### config.mk
export PLATFORM = sky130hd
export DESIGN_NAME = clock_ui_ctrl_flat
export DESIGN_NICKNAME = d
export VERILOG_FILES = /design/src/rtl/clock_ui_pkg.sv /design/src/rtl/clock_ui_ctrl_if.sv /design/src/rtl/clock_ui_ctrl_btn_debounce.sv /design/src/rtl/clock_ui_ctrl.sv /design/src/flat_wrapper.sv
export SDC_FILE = /design/constraint.sdc
export NUM_CORES = 1
export LEC_CHECK = 0
export CORE_UTILIZATION = 25
export DETAILED_ROUTE_END_ITERATION = 8
export PLACE_DENSITY = 0.36
export SYNTH_ARGS = -nofsm -noshare
export SYNTH_HDL_FRONTEND = slang
export SYNTH_SLANG_ARGS = --single-unit
### constraint.sdc
create_clock -name clk -period 2 [get_ports clk]
set_input_delay 0.3 -clock clk [delete_from_list [all_inputs] [get_ports clk]]
set_output_delay 0.3 -clock clk [all_outputs]
set_load 0.02 [all_outputs]
### src/rtl/clock_ui_pkg.sv
// Shared encodings for the clock UI: display modes, edit modes and edit fields.
// Used by the UI controller and by the time-keeping/display blocks.
package clock_ui_pkg;

    // Display mode (disp_mode)
    localparam logic [2:0] DISP_TIME   = 3'd0;
    localparam logic [2:0] DISP_DATE   = 3'd1;
    localparam logic [2:0] DISP_ALARM  = 3'd2;
    localparam logic [2:0] DISP_TIMER  = 3'd3;
    localparam logic [2:0] DISP_SW     = 3'd4;

    // Edit mode (edit_mode); also the controller state
    localparam logic [1:0] EDIT_IDLE   = 2'd0;
    localparam logic [1:0] EDIT_TIME   = 2'd1;
    localparam logic [1:0] EDIT_ALARM  = 2'd2;
    localparam logic [1:0] EDIT_TIMER  = 2'd3;

    // Edit field (edit_field)
    localparam logic [2:0] FIELD_ALARM_NUM = 3'd0;
    localparam logic [2:0] FIELD_SEC       = 3'd1;
    localparam logic [2:0] FIELD_MIN       = 3'd2;
    localparam logic [2:0] FIELD_HOUR      = 3'd3;
    localparam logic [2:0] FIELD_DAY       = 3'd4;
    localparam logic [2:0] FIELD_MONTH     = 3'd5;
    localparam logic [2:0] FIELD_YEAR      = 3'd6;

    // Decoded press events for one cycle
    typedef struct packed {
        logic mode;
        logic adj;
        logic up;
        logic dn;
    } btn_ev_t;

    // Next field when stepping downward through the fields of an edit mode.
    // Each mode has its own lowest field; stepping below it wraps to the top.
    function automatic logic [2:0] prev_field(input logic [1:0] em, input logic [2:0] f);
        logic [2:0] lo;
        logic [2:0] hi;
        case (em)
            EDIT_TIME:  begin lo = FIELD_SEC;       hi = FIELD_YEAR; end
            EDIT_ALARM: begin lo = FIELD_ALARM_NUM; hi = FIELD_HOUR; end
            default:    begin lo = FIELD_SEC;       hi = FIELD_HOUR; end
        endcase
        return (f == lo) ? hi : f - 3'd1;
    endfunction

endpackage

### src/rtl/clock_ui_ctrl_if.sv
// Button inputs and UI outputs of clock_ui_ctrl, grouped as one bundle.
// slave: the controller; master: whoever drives the buttons and reads the UI state.
interface clock_ui_ctrl_if #(
    parameter int NUM_ALARMS = 4
);
    localparam int SW = $clog2(NUM_ALARMS);

    logic          mode_btn;
    logic          adjust_btn;
    logic          up_btn;
    logic          down_btn;
    logic [2:0]    disp_mode;
    logic [1:0]    edit_mode;
    logic [2:0]    edit_field;
    logic [SW-1:0] alarm_sel;
    logic          inc_pulse;
    logic          dec_pulse;
    logic          commit_pulse;
    logic          cancel_pulse;
    logic          sw_toggle;
    logic          sw_clear;

    modport slave (
        input  mode_btn, adjust_btn, up_btn, down_btn,
        output disp_mode, edit_mode, edit_field, alarm_sel,
        output inc_pulse, dec_pulse, commit_pulse, cancel_pulse, sw_toggle, sw_clear
    );

    modport master (
        output mode_btn, adjust_btn, up_btn, down_btn,
        input  disp_mode, edit_mode, edit_field, alarm_sel,
        input  inc_pulse, dec_pulse, commit_pulse, cancel_pulse, sw_toggle, sw_clear
    );
endinterface

### src/rtl/clock_ui_ctrl_btn_debounce.sv
// btn_debounce: two-flop synchroniser plus counter debouncer for one
// active-low button. level_o is the debounced level (idle high); press_o is a
// single-cycle pulse registered together with each debounced 1->0 change.
module btn_debounce #(
    parameter int DEB_CYCLES = 200000
) (
    input  logic clk,
    input  logic rst_n,
    input  logic btn_n_i,
    output logic level_o,
    output logic press_o
);
    localparam int CW = $clog2(DEB_CYCLES + 1);

    logic [1:0]    sync_q;
    logic          level_q, level_d;
    logic          press_q, press_d;
    logic [CW-1:0] cnt_q, cnt_d;

    // Synchronise the raw button; resets to the released (high) level
    always_ff @(posedge clk or negedge rst_n) begin
        if (!rst_n) sync_q <= 2'b11;
        else        sync_q <= {sync_q[0], btn_n_i};
    end

    // Count consecutive cycles the input disagrees with the level; flip on the last one
    always_comb begin
        level_d = level_q;
        press_d = 1'b0;
        cnt_d   = '0;
        if (sync_q[1] != level_q) begin
            if (cnt_q == CW'(DEB_CYCLES - 1)) begin
                level_d = sync_q[1];
                press_d = ~sync_q[1];
            end else begin
                cnt_d = cnt_q + 1'b1;
            end
        end
    end

    // Debounce state registers
    always_ff @(posedge clk or negedge rst_n) begin
        if (!rst_n) begin
            level_q <= 1'b1;
            press_q <= 1'b0;
            cnt_q   <= '0;
        end else begin
            level_q <= level_d;
            press_q <= press_d;
            cnt_q   <= cnt_d;
        end
    end

    assign level_o = level_q;
    assign press_o = press_q;
endmodule

### src/rtl/clock_ui_ctrl.sv
// clock_ui_ctrl: four-button UI controller for a digital clock. Debounces the
// buttons, steps display/edit modes and emits single-cycle action pulses.
// Optional feature: define CLOCK_UI_TIMEOUT_EN to abandon an edit session
// after TIMEOUT_CYCLES cycles without a press (cancel_pulse).
module clock_ui_ctrl
    import clock_ui_pkg::*;
#(
    parameter int NUM_ALARMS     = 4,
    parameter int DEB_CYCLES     = 200000,
    parameter int TIMEOUT_CYCLES = 500000000
) (
    input logic            clk,
    input logic            rst_n,
    clock_ui_ctrl_if.slave ui
);
    localparam int SW = $clog2(NUM_ALARMS);

    logic [3:0] btn_n;
    logic [3:0] press;
    logic [3:0] lvl_unused;
    btn_ev_t    ev;

    assign btn_n = {ui.down_btn, ui.up_btn, ui.adjust_btn, ui.mode_btn};

    generate
        for (genvar i = 0; i < 4; i++) begin : g_btn
            btn_debounce #(.DEB_CYCLES(DEB_CYCLES)) u_deb (
                .clk     (clk),
                .rst_n   (rst_n),
                .btn_n_i (btn_n[i]),
                .level_o (lvl_unused[i]),
                .press_o (press[i])
            );
        end
    endgenerate

    assign ev = '{mode: press[0], adj: press[1], up: press[2], dn: press[3]};

    logic [2:0]    disp_q, disp_d;
    logic [1:0]    edit_q, edit_d;
    logic [2:0]    field_q, field_d;
    logic [SW-1:0] sel_q, sel_d;
    logic          inc_q, inc_d, dec_q, dec_d;
    logic          commit_q, commit_d, cancel_d;
    logic          tog_q, tog_d, clr_q, clr_d;

`ifdef CLOCK_UI_TIMEOUT_EN
    localparam int TW = $clog2(TIMEOUT_CYCLES + 1);
    logic [TW-1:0] idle_q, idle_d;
    logic          cancel_q;
    logic          timed_out;

    assign timed_out = (edit_q != EDIT_IDLE) && (idle_q == TW'(TIMEOUT_CYCLES));
`else
    assign cancel_d = 1'b0;
`endif

    // Resolve this cycle's press events (adjust > mode > up/down) into next UI state
    always_comb begin
        disp_d   = disp_q;
        edit_d   = edit_q;
        field_d  = field_q;
        sel_d    = sel_q;
        inc_d    = 1'b0;
        dec_d    = 1'b0;
        commit_d = 1'b0;
        tog_d    = 1'b0;
        clr_d    = 1'b0;
`ifdef CLOCK_UI_TIMEOUT_EN
        cancel_d = 1'b0;
`endif
        if (ev.adj) begin
            if (edit_q == EDIT_IDLE) begin
                field_d = FIELD_HOUR;
                case (disp_q)
                    DISP_TIME, DISP_DATE: edit_d = EDIT_TIME;
                    DISP_ALARM:           edit_d = EDIT_ALARM;
                    DISP_TIMER:           edit_d = EDIT_TIMER;
                    default:              tog_d  = 1'b1;
                endcase
            end else begin
                commit_d = 1'b1;
                edit_d   = EDIT_IDLE;
                field_d  = FIELD_HOUR;
            end
        end else if (ev.mode) begin
            if (edit_q == EDIT_IDLE)
                disp_d = (disp_q == DISP_SW) ? DISP_TIME : disp_q + 3'd1;
            else
                field_d = prev_field(edit_q, field_q);
        end else if (ev.up ^ ev.dn) begin
            if (edit_q == EDIT_IDLE) begin
                clr_d = (disp_q == DISP_SW) && ev.dn;
            end else if (field_q == FIELD_ALARM_NUM) begin
                // Alarm slot count need not be a power of two, so wrap explicitly
                if (ev.up) sel_d = (sel_q == SW'(NUM_ALARMS - 1)) ? '0 : sel_q + 1'b1;
                else       sel_d = (sel_q == '0) ? SW'(NUM_ALARMS - 1) : sel_q - 1'b1;
            end else begin
                inc_d = ev.up;
                dec_d = ev.dn;
            end
        end
`ifdef CLOCK_UI_TIMEOUT_EN
        // A press in the same cycle counts as activity and wins over the timeout
        else if (timed_out) begin
            cancel_d = 1'b1;
            edit_d   = EDIT_IDLE;
            field_d  = FIELD_HOUR;
        end
`endif
    end

`ifdef CLOCK_UI_TIMEOUT_EN
    // Idle counter: zero in IDLE, restarted by any press, free-running while editing
    always_comb begin
        idle_d = idle_q + 1'b1;
        if (edit_d == EDIT_IDLE || (|press)) idle_d = '0;
    end

    // Idle counter and cancel pulse registers
    always_ff @(posedge clk or negedge rst_n) begin
        if (!rst_n) begin
            idle_q   <= '0;
            cancel_q <= 1'b0;
        end else begin
            idle_q   <= idle_d;
            cancel_q <= cancel_d;
        end
    end

    assign ui.cancel_pulse = cancel_q;
`else
    assign ui.cancel_pulse = cancel_d;
`endif

    // UI state and pulse registers
    always_ff @(posedge clk or negedge rst_n) begin
        if (!rst_n) begin
            disp_q   <= DISP_TIME;
            edit_q   <= EDIT_IDLE;
            field_q  <= FIELD_HOUR;
            sel_q    <= '0;
            inc_q    <= 1'b0;
            dec_q    <= 1'b0;
            commit_q <= 1'b0;
            tog_q    <= 1'b0;
            clr_q    <= 1'b0;
        end else begin
            disp_q   <= disp_d;
            edit_q   <= edit_d;
            field_q  <= field_d;
            sel_q    <= sel_d;
            inc_q    <= inc_d;
            dec_q    <= dec_d;
            commit_q <= commit_d;
            tog_q    <= tog_d;
            clr_q    <= clr_d;
        end
    end

    assign ui.disp_mode    = disp_q;
    assign ui.edit_mode    = edit_q;
    assign ui.edit_field   = field_q;
    assign ui.alarm_sel    = sel_q;
    assign ui.inc_pulse    = inc_q;
    assign ui.dec_pulse    = dec_q;
    assign ui.commit_pulse = commit_q;
    assign ui.sw_toggle    = tog_q;
    assign ui.sw_clear     = clr_q;
endmodule

### src/flat_wrapper.sv
// flat-port wrapper written by rule: the top's interface ports become plain ports
module clock_ui_ctrl_flat import clock_ui_pkg::*;
#(
    parameter int NUM_ALARMS     = 4,
    parameter int DEB_CYCLES     = 200000,
    parameter int TIMEOUT_CYCLES = 500000000
)
  (clk, rst_n, ui_mode_btn, ui_adjust_btn, ui_up_btn, ui_down_btn, ui_disp_mode, ui_edit_mode, ui_edit_field, ui_alarm_sel, ui_inc_pulse, ui_dec_pulse, ui_commit_pulse, ui_cancel_pulse, ui_sw_toggle, ui_sw_clear);
  clock_ui_ctrl_if #(.NUM_ALARMS(NUM_ALARMS)) ui_i ();
  input logic clk;
  input logic rst_n;
  input wire logic [$bits(ui_i.mode_btn)-1:0] ui_mode_btn;
  input wire logic [$bits(ui_i.adjust_btn)-1:0] ui_adjust_btn;
  input wire logic [$bits(ui_i.up_btn)-1:0] ui_up_btn;
  input wire logic [$bits(ui_i.down_btn)-1:0] ui_down_btn;
  output wire logic [$bits(ui_i.disp_mode)-1:0] ui_disp_mode;
  output wire logic [$bits(ui_i.edit_mode)-1:0] ui_edit_mode;
  output wire logic [$bits(ui_i.edit_field)-1:0] ui_edit_field;
  output wire logic [$bits(ui_i.alarm_sel)-1:0] ui_alarm_sel;
  output wire logic [$bits(ui_i.inc_pulse)-1:0] ui_inc_pulse;
  output wire logic [$bits(ui_i.dec_pulse)-1:0] ui_dec_pulse;
  output wire logic [$bits(ui_i.commit_pulse)-1:0] ui_commit_pulse;
  output wire logic [$bits(ui_i.cancel_pulse)-1:0] ui_cancel_pulse;
  output wire logic [$bits(ui_i.sw_toggle)-1:0] ui_sw_toggle;
  output wire logic [$bits(ui_i.sw_clear)-1:0] ui_sw_clear;
  assign ui_i.mode_btn = ui_mode_btn;
  assign ui_i.adjust_btn = ui_adjust_btn;
  assign ui_i.up_btn = ui_up_btn;
  assign ui_i.down_btn = ui_down_btn;
  assign ui_disp_mode = ui_i.disp_mode;
  assign ui_edit_mode = ui_i.edit_mode;
  assign ui_edit_field = ui_i.edit_field;
  assign ui_alarm_sel = ui_i.alarm_sel;
  assign ui_inc_pulse = ui_i.inc_pulse;
  assign ui_dec_pulse = ui_i.dec_pulse;
  assign ui_commit_pulse = ui_i.commit_pulse;
  assign ui_cancel_pulse = ui_i.cancel_pulse;
  assign ui_sw_toggle = ui_i.sw_toggle;
  assign ui_sw_clear = ui_i.sw_clear;
  clock_ui_ctrl #(.NUM_ALARMS(NUM_ALARMS), .DEB_CYCLES(DEB_CYCLES), .TIMEOUT_CYCLES(TIMEOUT_CYCLES)) u_core (.clk(clk), .rst_n(rst_n), .ui(ui_i));
endmodule
==> results.yml <==
clock_network:
  clkLatencyLatePin_ns: 0.35
  postCtsHoldBufs: 0
  clockBufferDepth: 2
  cts-buffers-inserted: 9
  cts_tree: "yes"
  cts_num_sinks: 103
  cts_resized: 0
  cts_root_buffer: "clkbuf_16"
  clkTransAtPathRegs_ns: 0.07
  h-tree-depth: 3
  post_cts.repair.setup_buffers: 0
route:
  drt_iter0_markers: 99
  drc: 0
  dr.pass1.iters: 4
  antenna_left: 0
  routed_wl_um: 10210
  viasPerCell: 4.517
  routedWlPerCell_um: 13.05
  vias: 3532
logic_synthesis:
  syn_area_um2: 4986
  yosysUniqueCellTypes: 50
  yosysSeqAreaShare: 0.5205
  syn_nets: 502
  yosys_register_bits: 103
  avgSynthCellArea_um2: 10.28
  async_reset_ff_frac: 1.000
  ys_warn_count: 0
  synth_enable_flop_cells: 0
  syn_inst: 485
  synth_ff_type: "dfrtp_1"
sta:
  finalClockSkew_ns: 0.01137
  setup_tns_ns: 0
  relSlewSlack: 0.6151
  post-route-min-period_ns: 1.832
  rsz0062_at_grt: "no"
  fin_hold_ws_ns: -0.001768
  period_share: 0.9160
  fmax_mhz: 545.9
  final-hold-violation-count: 3
  tightest_slew_ns: 0.5773
  setup_viol: 0
  slew_viol_final: 0
power_and_ir_drop:
  p_leak_nw: 2.307
  seqPwrFrac: 0.528
  ir_worst_vdd_v: 0.0003771
  combPwrFrac: 0.034
  power_switching_uw: 891.2
  clkPwrFrac: 0.438
  p_sw_frac: 0.2193
  p_int_mw: 3.173
  p_per_area_nw_per_um2: 696.9
setup_path:
  cp_max_fo: 6
  r2r-end: "u_core.g_btn[3].u_deb.level_o"
  crit_path_end: "u_core.g_btn[3].u_deb.level_o"
  endpoint_kind: "flip-flop"
  ff2ff_path_depth: 5
  cp-start-kind: "flip-flop"
  crit_type: "flip-flop to flip-flop"
  r2r_start: "u_core.g_btn[3].u_deb.cnt_q[0]"
  worst-endpoint-arrival_ns: 2.11
  worstPathRequired_ns: 2.28
  startpoint: "u_core.g_btn[3].u_deb.cnt_q[0]"
  rrSetupSlack_ns: 0.17
grt:
  grt_max_degree: 104
  antenna_found_initial: 0
  grt_pass1_wl_um: 17610
  grt_pass1_vias: 3620
  overflow: 0
  grt.total_usage: 0.1109
place:
  place_congestion: 0.7572
  place_hpwl_um: 6789
  portBuffers: 20
finish:
  final_core_util: 0.2987
  area_growth_pct: 16.96
  final_nets: 529
  fill_cells: 2043
  multiInputGateArea_um2: 2223
  seqCellArea_um2: 2595
  drive_gt1_frac: 0.1083
  diodes: 0
die:
  core_area_um2: 19530
  ios: 22
  die_h_um: 143.2
  initial_core_util: 0.2554
  die_x_um: 143.2
  die_area_um2: 20510
  rows: 51
status:
  violations: "negative hold slack"
  outcome: "finished with violations"
hold_path:
  hp-class: "primary input to asynchronous set/reset pin"
flow_run:
  maxCapViolCount: 0
routing by layer:
metal	routed length (µm)	vias to the layer above	global-route usage
met2	4877	42	0.1846
met1	4887	1729	0.1373
li1	-	1753	-
met4	152	0	0.04367
met3	287	8	0.02750
met5	0	-	0
registers in the layout, summed over array words and instances (netlist names), 2 cells and up:
| register | count |
|---|---|
| u_core.ui.edit_field | 3 |
| u_core.g_btn.u_deb.sync_q | 8 |
| u_core.ui.edit_mode | 2 |
| u_core.g_btn.u_deb.press_o | 4 |
| u_core.g_btn.u_deb.cnt_q | 72 |
| u_core.ui.disp_mode | 3 |
| u_core.ui.alarm_sel | 2 |
| u_core.g_btn.u_deb.level_o | 4 |
cell type report:
| type | count | share of cell area |
|---|---|---|
| Tap cell | 265 | 0.05685 |
| Multi-Input combinational cell | 345 | 0.3812 |
| Clock inverter | 3 | 0.007509 |
| Sequential cell | 103 | 0.4450 |
| Inverter | 22 | 0.01416 |
| Clock buffer | 13 | 0.04291 |
| Timing Repair Buffer | 31 | 0.05235 |
per-stage QoR:
step / total power [mW] / area, µm² / instances / worst slack, ns
after floorplan: 2.245 / 4986 / 485 / 0.2961
final: 4.064 / 5832 / 782 / 0.1680
after detailed placement: 2.331 / 5538 / 766 / 0.1689
after CTS: 4.167 / 5832 / 782 / 0.1387
after global routing: 4.263 / 5832 / 782 / 0.05041
after global placement: 2.330 / 5538 / 766 / 0.2636
kinds of logic after synthesis:
| family | count (synthesis) | synth area share |
|---|---|---|
| simple gates | 231 | 0.2439 |
| flops | 103 | 0.5205 |
| xor+xnor | 65 | 0.1142 |
| buf+inv | 37 | 0.03363 |
| compound gates | 33 | 0.05044 |
| fa+ha+maj | 11 | 0.02760 |
| mux | 4 | 0.009033 |
| other cells | 1 | 0.0007521 |
cell usage after synthesis, types with 3 or more instances:
cell,n,area [µm²]
and2_1,4,25.02
o21ai_0,8,40.04
and3_1,3,18.77
xnor2_1,34,297.8
nor4b_1,4,35.03
nor4_1,21,131.4
clkbuf_1,4,15.01
and4_1,8,70.07
mux2_2,4,45.04
ha_1,11,137.6
nor3_1,8,40.04
nand2b_1,3,18.77
nor3b_1,3,22.52
a31o_2,4,35.03
dfrtp_1,89,2227
a21oi_1,5,25.02
xor2_1,31,271.5
dfstp_2,14,367.9
nor2b_1,4,25.02
nor2_1,84,315.3
inv_1,22,82.58
nand3_1,23,115.1
buf_2,8,40.04
nand4_1,31,193.9
nand2_1,21,78.83
how the worst min path moves through the flow:
stage	start	endpoint	slack, ns	depth (start not counted)
finish	rst_n	u_core.g_btn[1].u_deb.cnt_q[3]	-0.002	2
CTS	rst_n	u_core.g_btn[1].u_deb.cnt_q[3]	0.04	2
global route	rst_n	u_core.g_btn[2].u_deb.cnt_q[9]	0.06	2
detailed placement	u_core.g_btn[3].u_deb.sync_q[0]	u_core.g_btn[3].u_deb.sync_q[1]	0.35	0
global placement	u_core.g_btn[1].u_deb.sync_q[0]	u_core.g_btn[1].u_deb.sync_q[1]	0.35	0
floorplan	rst_n	u_core.g_btn[0].u_deb.cnt_q[0]	0.004	0
placed cells by master, fill, tap and decap left out, drive strengths merged, types with 5 or more instances in the layout:
cell           count
o21ai              8
and4               9
buf               12
nor4              21
a21oi              5
nand3             23
xnor2             34
nand4             31
inv               22
nor3               9
nor2              84
nand2             21
dfstp             14
xor2              31
clkdlybuf4s50     19
dfrtp             89
ha                11
clkbuf            13
and2               5
power groups by stage:
stage / combinational, mW / clock, mW / sequential, mW
finish: 0.140 / 1.78 / 2.15
global route: 0.165 / 1.95 / 2.15
CTS: 0.148 / 1.87 / 2.14
detailed placement: 0.147 / 0 / 2.18
global placement: 0.147 / 0 / 2.18
floorplan: 0.0704 / 0 / 2.17
worst max-delay path, cell delays in order (launching register included):
cell     delay, ns
dfrtp_1       0.39
ha_1          0.22
and4_1        0.35
nand2_1       0.17
nor3_1        0.28
mux2_2        0.37
No activity file was read; power rests on OpenSTA's default activity.
